$ cat src/rtl/mux_pkg.sv
// -----------------------------------------------------------------------------
// mux_pkg
// Shared constants for the N:1 registered multiplexer and its round-robin
// arbiter.
//   MODE_FIXED / MODE_RR : encodings of the `mode` input
//   MAX_CH               : largest supported channel count
//   rr_last_init()       : reset value of the round-robin `last` pointer
// -----------------------------------------------------------------------------
package mux_pkg;

  localparam logic MODE_FIXED = 1'b0;
  localparam logic MODE_RR    = 1'b1;

  localparam int MAX_CH = 16;

  // `last` resets to the highest channel so that the first search starts at
  // channel 0.
  function automatic int rr_last_init(input int n_ch);
    return n_ch - 1;
  endfunction

endpackage

$ cat src/rtl/mux_nto1_reg_rr_arbiter.sv
// -----------------------------------------------------------------------------
// rr_arbiter
// Combinational round-robin channel picker. Searches last+1, last+2, ...
// (modulo N_CH), ending at `last`; the first requesting channel wins.
//   req         in  N_CH  per-channel request (the channel valids)
//   last        in  SW    most recently granted channel
//   grant       out SW    winning channel index (equals `last` when idle)
//   grant_valid out 1     at least one channel requested
// -----------------------------------------------------------------------------
module rr_arbiter
  import mux_pkg::*;
#(
  parameter  int N_CH = 4,
  localparam int SW   = $clog2(N_CH)
) (
  input  logic [N_CH-1:0] req,
  input  logic [SW-1:0]   last,
  output logic [SW-1:0]   grant,
  output logic            grant_valid
);

  int idx;

  always_comb begin
    grant       = last;
    grant_valid = 1'b0;
    idx         = 0;
    // k runs 1..N_CH so `last` itself is visited last, giving it the lowest
    // priority; a lone requester is still granted every cycle.
    for (int k = 1; k <= N_CH; k++) begin
      idx = (int'(last) + k) % N_CH;
      if (!grant_valid && req[idx[SW-1:0]]) begin
        grant       = SW'(idx);
        grant_valid = 1'b1;
      end
    end
  end

endmodule

$ cat src/rtl/mux_nto1_reg.sv
// -----------------------------------------------------------------------------
// mux_nto1_reg
// N-channel to 1 multiplexer with per-channel valid/ready and a registered
// output stage. Fixed-select mode uses `sel`; round-robin mode cycles fairly
// over the valid channels.
//
// Build option: MUX_RR_EN
//   defined   : round-robin arbiter and `last` pointer present, `mode` selects
//   undefined : `mode` is ignored and the mux always uses fixed select
//
// Ports
//   clk        in  1       rising-edge clock
//   rst_n      in  1       asynchronous active-low reset
//   mode       in  1       0 = fixed select, 1 = round-robin
//   sel        in  SW      channel used in fixed mode
//   in_data    in  N_CH*W  channel i at [i*W +: W]
//   in_valid   in  N_CH    per-channel valid
//   in_ready   out N_CH    per-channel ready (one-hot or zero)
//   out_data   out W       registered data
//   out_ch     out SW      channel that supplied out_data
//   out_valid  out 1       output register holds data
//   out_ready  in  1       consumer accepts data
//
// Handshake: a word moves on a rising edge when valid and ready are both high
// on the same side. Input side: only the granted channel sees ready, and only
// while the output register is empty or being drained this cycle. Output
// side: out_data/out_ch stay stable while out_valid=1 and out_ready=0.
// -----------------------------------------------------------------------------
module mux_nto1_reg
  import mux_pkg::*;
#(
  parameter  int N_CH = 4,
  parameter  int W    = 8,
  localparam int SW   = $clog2(N_CH)
) (
  input  logic              clk,
  input  logic              rst_n,
  input  logic              mode,
  input  logic [SW-1:0]     sel,
  input  logic [N_CH*W-1:0] in_data,
  input  logic [N_CH-1:0]   in_valid,
  output logic [N_CH-1:0]   in_ready,
  output logic [W-1:0]      out_data,
  output logic [SW-1:0]     out_ch,
  output logic              out_valid,
  input  logic              out_ready
);

  logic [SW-1:0] grant;
  logic          grant_valid;
  logic          fix_valid;
  logic          load;
  logic [W-1:0]  grant_data;

  // Fixed select: an out-of-range sel (non power-of-two N_CH) never grants.
  always_comb begin
    fix_valid = 1'b0;
    if (int'(sel) < N_CH) begin
      fix_valid = in_valid[sel];
    end
  end

`ifdef MUX_RR_EN
  logic [SW-1:0] last;
  logic [SW-1:0] rr_grant;
  logic          rr_valid;

  rr_arbiter #(.N_CH(N_CH)) u_rr_arbiter (
    .req         (in_valid),
    .last        (last),
    .grant       (rr_grant),
    .grant_valid (rr_valid)
  );

  always_comb begin
    if (mode == MODE_RR) begin
      grant       = rr_grant;
      grant_valid = rr_valid;
    end else begin
      grant       = sel;
      grant_valid = fix_valid;
    end
  end

  // Advances only on an accepted round-robin transfer, so a stalled output
  // keeps the pointer where it was.
  always_ff @(posedge clk or negedge rst_n) begin
    if (!rst_n) begin
      last <= SW'(rr_last_init(N_CH));
    end else if (load && (mode == MODE_RR)) begin
      last <= grant;
    end
  end
`else
  logic unused_mode;
  assign unused_mode = mode;

  assign grant       = sel;
  assign grant_valid = fix_valid;
`endif

  // rst_n in the term keeps in_ready low while reset is held.
  assign load = rst_n && (!out_valid || out_ready) && grant_valid;

  always_comb begin
    in_ready = '0;
    if (load) begin
      in_ready[grant] = 1'b1;
    end
  end

  assign grant_data = in_data[int'(grant)*W +: W];

  always_ff @(posedge clk or negedge rst_n) begin
    if (!rst_n) begin
      out_valid <= 1'b0;
      out_data  <= '0;
      out_ch    <= '0;
    end else if (load) begin
      out_valid <= 1'b1;
      out_data  <= grant_data;
      out_ch    <= grant;
    end else if (out_ready) begin
      out_valid <= 1'b0;
    end
  end

endmodule

$ cat config.mk
export PLATFORM = sky130hd
export DESIGN_NAME = mux_nto1_reg
export DESIGN_NICKNAME = d
export VERILOG_FILES = /design/src/rtl/mux_pkg.sv /design/src/rtl/mux_nto1_reg_rr_arbiter.sv /design/src/rtl/mux_nto1_reg.sv
export SDC_FILE = /design/constraint.sdc
export NUM_CORES = 1
export LEC_CHECK = 0
export ABC_AREA = 1
export CAP_MARGIN = 10
export CORE_ASPECT_RATIO = 0.75
export CORE_MARGIN = 4
export CORE_UTILIZATION = 38
export DETAILED_ROUTE_END_ITERATION = 8
export GPL_ROUTABILITY_DRIVEN = 0
export PLACE_DENSITY = 0.83
export SLEW_MARGIN = 15
export SYNTH_ARGS = -nofsm -noshare
export SYNTH_HDL_FRONTEND = slang
export SYNTH_SLANG_ARGS = --single-unit
$ cat constraint.sdc
create_clock -name clk -period 1.73 [get_ports clk]
set_input_delay 0.173 -clock clk [delete_from_list [all_inputs] [get_ports clk]]
set_output_delay 0.173 -clock clk [all_outputs]
set_load 0.02 [all_outputs]
==> parameters.txt <==
Parameter                              Value

GRT
  Vias in the first global route    1103
  Global-route congestion overflow total    0
  Pin count of the biggest net entering global routing    18
  Antenna violations before repair    0
  First-pass GRT wire length    4.55 mm
  All-layer global routing usage    18.4%

Critical path
  Cells along the critical path    clkdlybuf4s50_1, nand2_1, nand2_1, nand2_1, nand2_2, nand3_2, nor2_2, clkbuf_2
  Critical path launch point type    primary input
  Most repeated library cell on the critical path    nand2_1
  Crit path max-delay family    buffers and inverters
  Arrival time of data at the critical path endpoint    1.38 ns
  Critical path's slowest cell    clkdlybuf4s50_1
  Sum of buffers and inverters on the critical path    2
  Data required time at the worst endpoint    1.56 ns
  Type of the worst setup path    in -> out
  Slowest cell delay on critical path    0.46 ns
  Critical Path End Type    output port
  Peak fanout along the critical path    8

Power
  Total leakage power    0.792 nW
  Switching Share    34.2%
  IR drop worst, VDD    0.516 mV
  Sequential fraction of design power    34.4%
  Fraction of power consumed by combinational cells    48.6%
  Cell internal pwr    0.656 mW
  Post-layout total power    0.996 mW
  Power density normalized to cell area    670 nW/um^2
  Power share of the clock group    17.0%
  Sw Pwr    0.341 mW

Route
  Post-detailed-route DRC marker count    0
  Wire length per cell    11.6 um
  Routed wire length    2.66 mm
  Number of search-and-repair iterations in the first detailed-routing pass    4
  Avg Vias per Cell    4.72
  Antenna Nets Post-Route    0
  Via Count    1085
  Count of routing violations after the opening detailed-route iteration    15

Outcome
  Run status    finished, final reports clean

CTS
  Clock Pin Slew Worst Setup and Hold Paths    0.07 ns
  Clock buffer depth    2
  Number of hold-repair buffers added at the cts stage    0
  Count of buffers added by post-CTS timing repair for setup    0
  Clock Root Buffer    clkbuf_4
  H-Tree Depth    1
  Clock buffers created by TritonCTS    3
  Num Clock Sinks    11
  Clock network latency to the later pin of the worst-skew pair    0.26 ns
  TritonCTS clock tree    built

Floorplanning
  Floorplan die width    62.5 um
  Number of ports placed on the die boundary    57
  Vertical extent of the die    48.9 um
  Core region area    2070 um^2
  Area of the die    3060 um^2
  Number of core rows    14
  Initial core utilization    41.0%

Finish
  Growth of design area from synthesis to finish    75.5%
  Net count of the finished layout    249
  Share of final-layout standard cells stronger than drive strength 1    14.6%
  Post-route cell area    1490 um^2
  Layout filler cell count    185
  Number of diodes    0

Synth
  Unique masters post-synth    15
  Gate count of the mapped netlist    141
  Netlist area before placement    847 um^2
  Synthesized area per cell    6.01 um^2
  Number of warning messages in the yosys log    0
  Post-Syn Nets    183
  Sequential share of the synthesized area    32.5%
  Number of storage elements in the synthesis netlist    11

Hold path
  Min-Delay Path Class    in -> async

STA
  Final clock skew    0.00840 ns
  Max Slew Vio Count    0
  Worst-margin pin slew    0.264 ns
  Setup violation total in the final timing report    0
  Hold slack    0.234 ns
  Tcrit/Tclk final    90.0%
  Worst slew margin    82.4%
  Hold violation total from the final report    0
  Highest Clock Rate    642 MHz
  Unrepaired setup endpoints after global routing    no
  Final worst path period need    1.56 ns
  Fin worst setup slack    0.173 ns

Job
  Count of maximum capacitance violations    0

Place
  DP Worst Slack    -0.439 ns
  PortBufs    55
  Final HPWL from detailed placement    2.26 mm
  Placed cell areas    1480 um^2
-- worst paths after layout --
path / startpoint / to / slack, ns / cells past startpoint
max: in_valid[3] / in_ready[2] / 0.17 / 8
min in group clk: out_data[0] / out_data[0] / 0.47 / 2
max in group asynchronous: rst_n / out_data[2] / 1.34 / 2
min reg2reg: out_data[0] / out_data[0] / 0.47 / 2
max reg2reg: out_valid / out_ch[1] / 0.51 / 7
min: rst_n / out_ch[0] / 0.23 / 2
-- synth_stat cells --
cell type	count	area, um^2
o21ai_0	1	5.00
clkbuf_1	1	3.75
nor2_2	3	18.8
nand2_2	3	18.8
inv_1	2	7.51
dfrtp_1	11	275
buf_6	4	45.0
nor2_1	1	3.75
nand3_4	1	17.5
nand2_1	100	375
o21a_1	1	7.51
nand3_1	8	40.0
buf_2	3	15.0
inv_2	1	3.75
nand3_2	1	10.0
-- what timing repair did --
item	CTS	global route
pin swaps	0	0
setup endpoints to repair	4	4
resized for setup	5	8
-- per-layer routing --
metal,share of wire [%],wire length (um),vias to the layer above,GRT usage [%]
met1,41,1080,497,18.8
met2,54,1430,27,36.6
met5,0,0,-,0
met4,0.79,21,0,3.66
li1,-,-,559,-
met3,4.6,123,2,5.53
-- layout make-up --
class | instances | area [um^2] | share of cell area (%)
repair buffers | 69 | 647 | 43.5
multi-input cells | 119 | 497 | 33.4
well taps | 24 | 30.0 | 2.02
flip-flops and latches | 11 | 275 | 18.5
clock buffers | 4 | 26.3 | 1.77
inverters | 3 | 11.3 | 0.758
-- logic make-up after synthesis --
group,after synthesis,share of synthesized area [%]
AOI/OAI and AO/OA,2,1.48
buffers and inverters,11,8.86
and+or+nand+nor,117,57.2
DFF,11,32.5
-- per-stage QoR --
stage	setup TNS [ns]	utilization, %	cells
after floorplan	0	-	141
after global placement	-1.43	71.7	226
after detailed placement	-1.70	71.7	226
after CTS	0	72.6	230
after global routing	0	71.9	230
final	0	71.9	230
-- worst register-to-register path: stages, from the launching register on --
cell,delay (ns)
dfrtp_1,0.38
inv_1,0.06
o21a_1,0.17
buf_12,0.14
nand2_2,0.05
buf_4,0.18
nand2_1,0.07
nand2_1,0.05
-- power by group through the flow --
stage          combinational, mW  clock, mW  sequential (mW)
2_1_floorplan              0.150          0            0.418
3_3_place_gp               0.479          0            0.347
3_5_place_dp               0.490          0            0.347
4_1_cts                    0.491      0.175            0.344
5_1_grt                    0.530      0.194            0.349
6_report                   0.484      0.169            0.343
-- sequential cells by signal, summed over array words and instances (netlist names) --
signal and flops:
out_valid 1, out_data 8, out_ch 2
-- cell usage in the layout (no fill, tap or decap) --
master	instances
buf_12	1
buf_4	13
clkbuf_1	1
clkbuf_2	4
clkbuf_4	3
clkdlybuf4s50_1	50
dfrtp_1	11
dlygate4sd2_1	1
inv_1	2
inv_2	1
nand2_1	100
nand2_2	3
nand3_1	8
nand3_2	1
nand3_4	1
nor2_1	1
nor2_2	3
o21a_1	1
o21ai_0	1
Power figures use the tool's default switching activity.
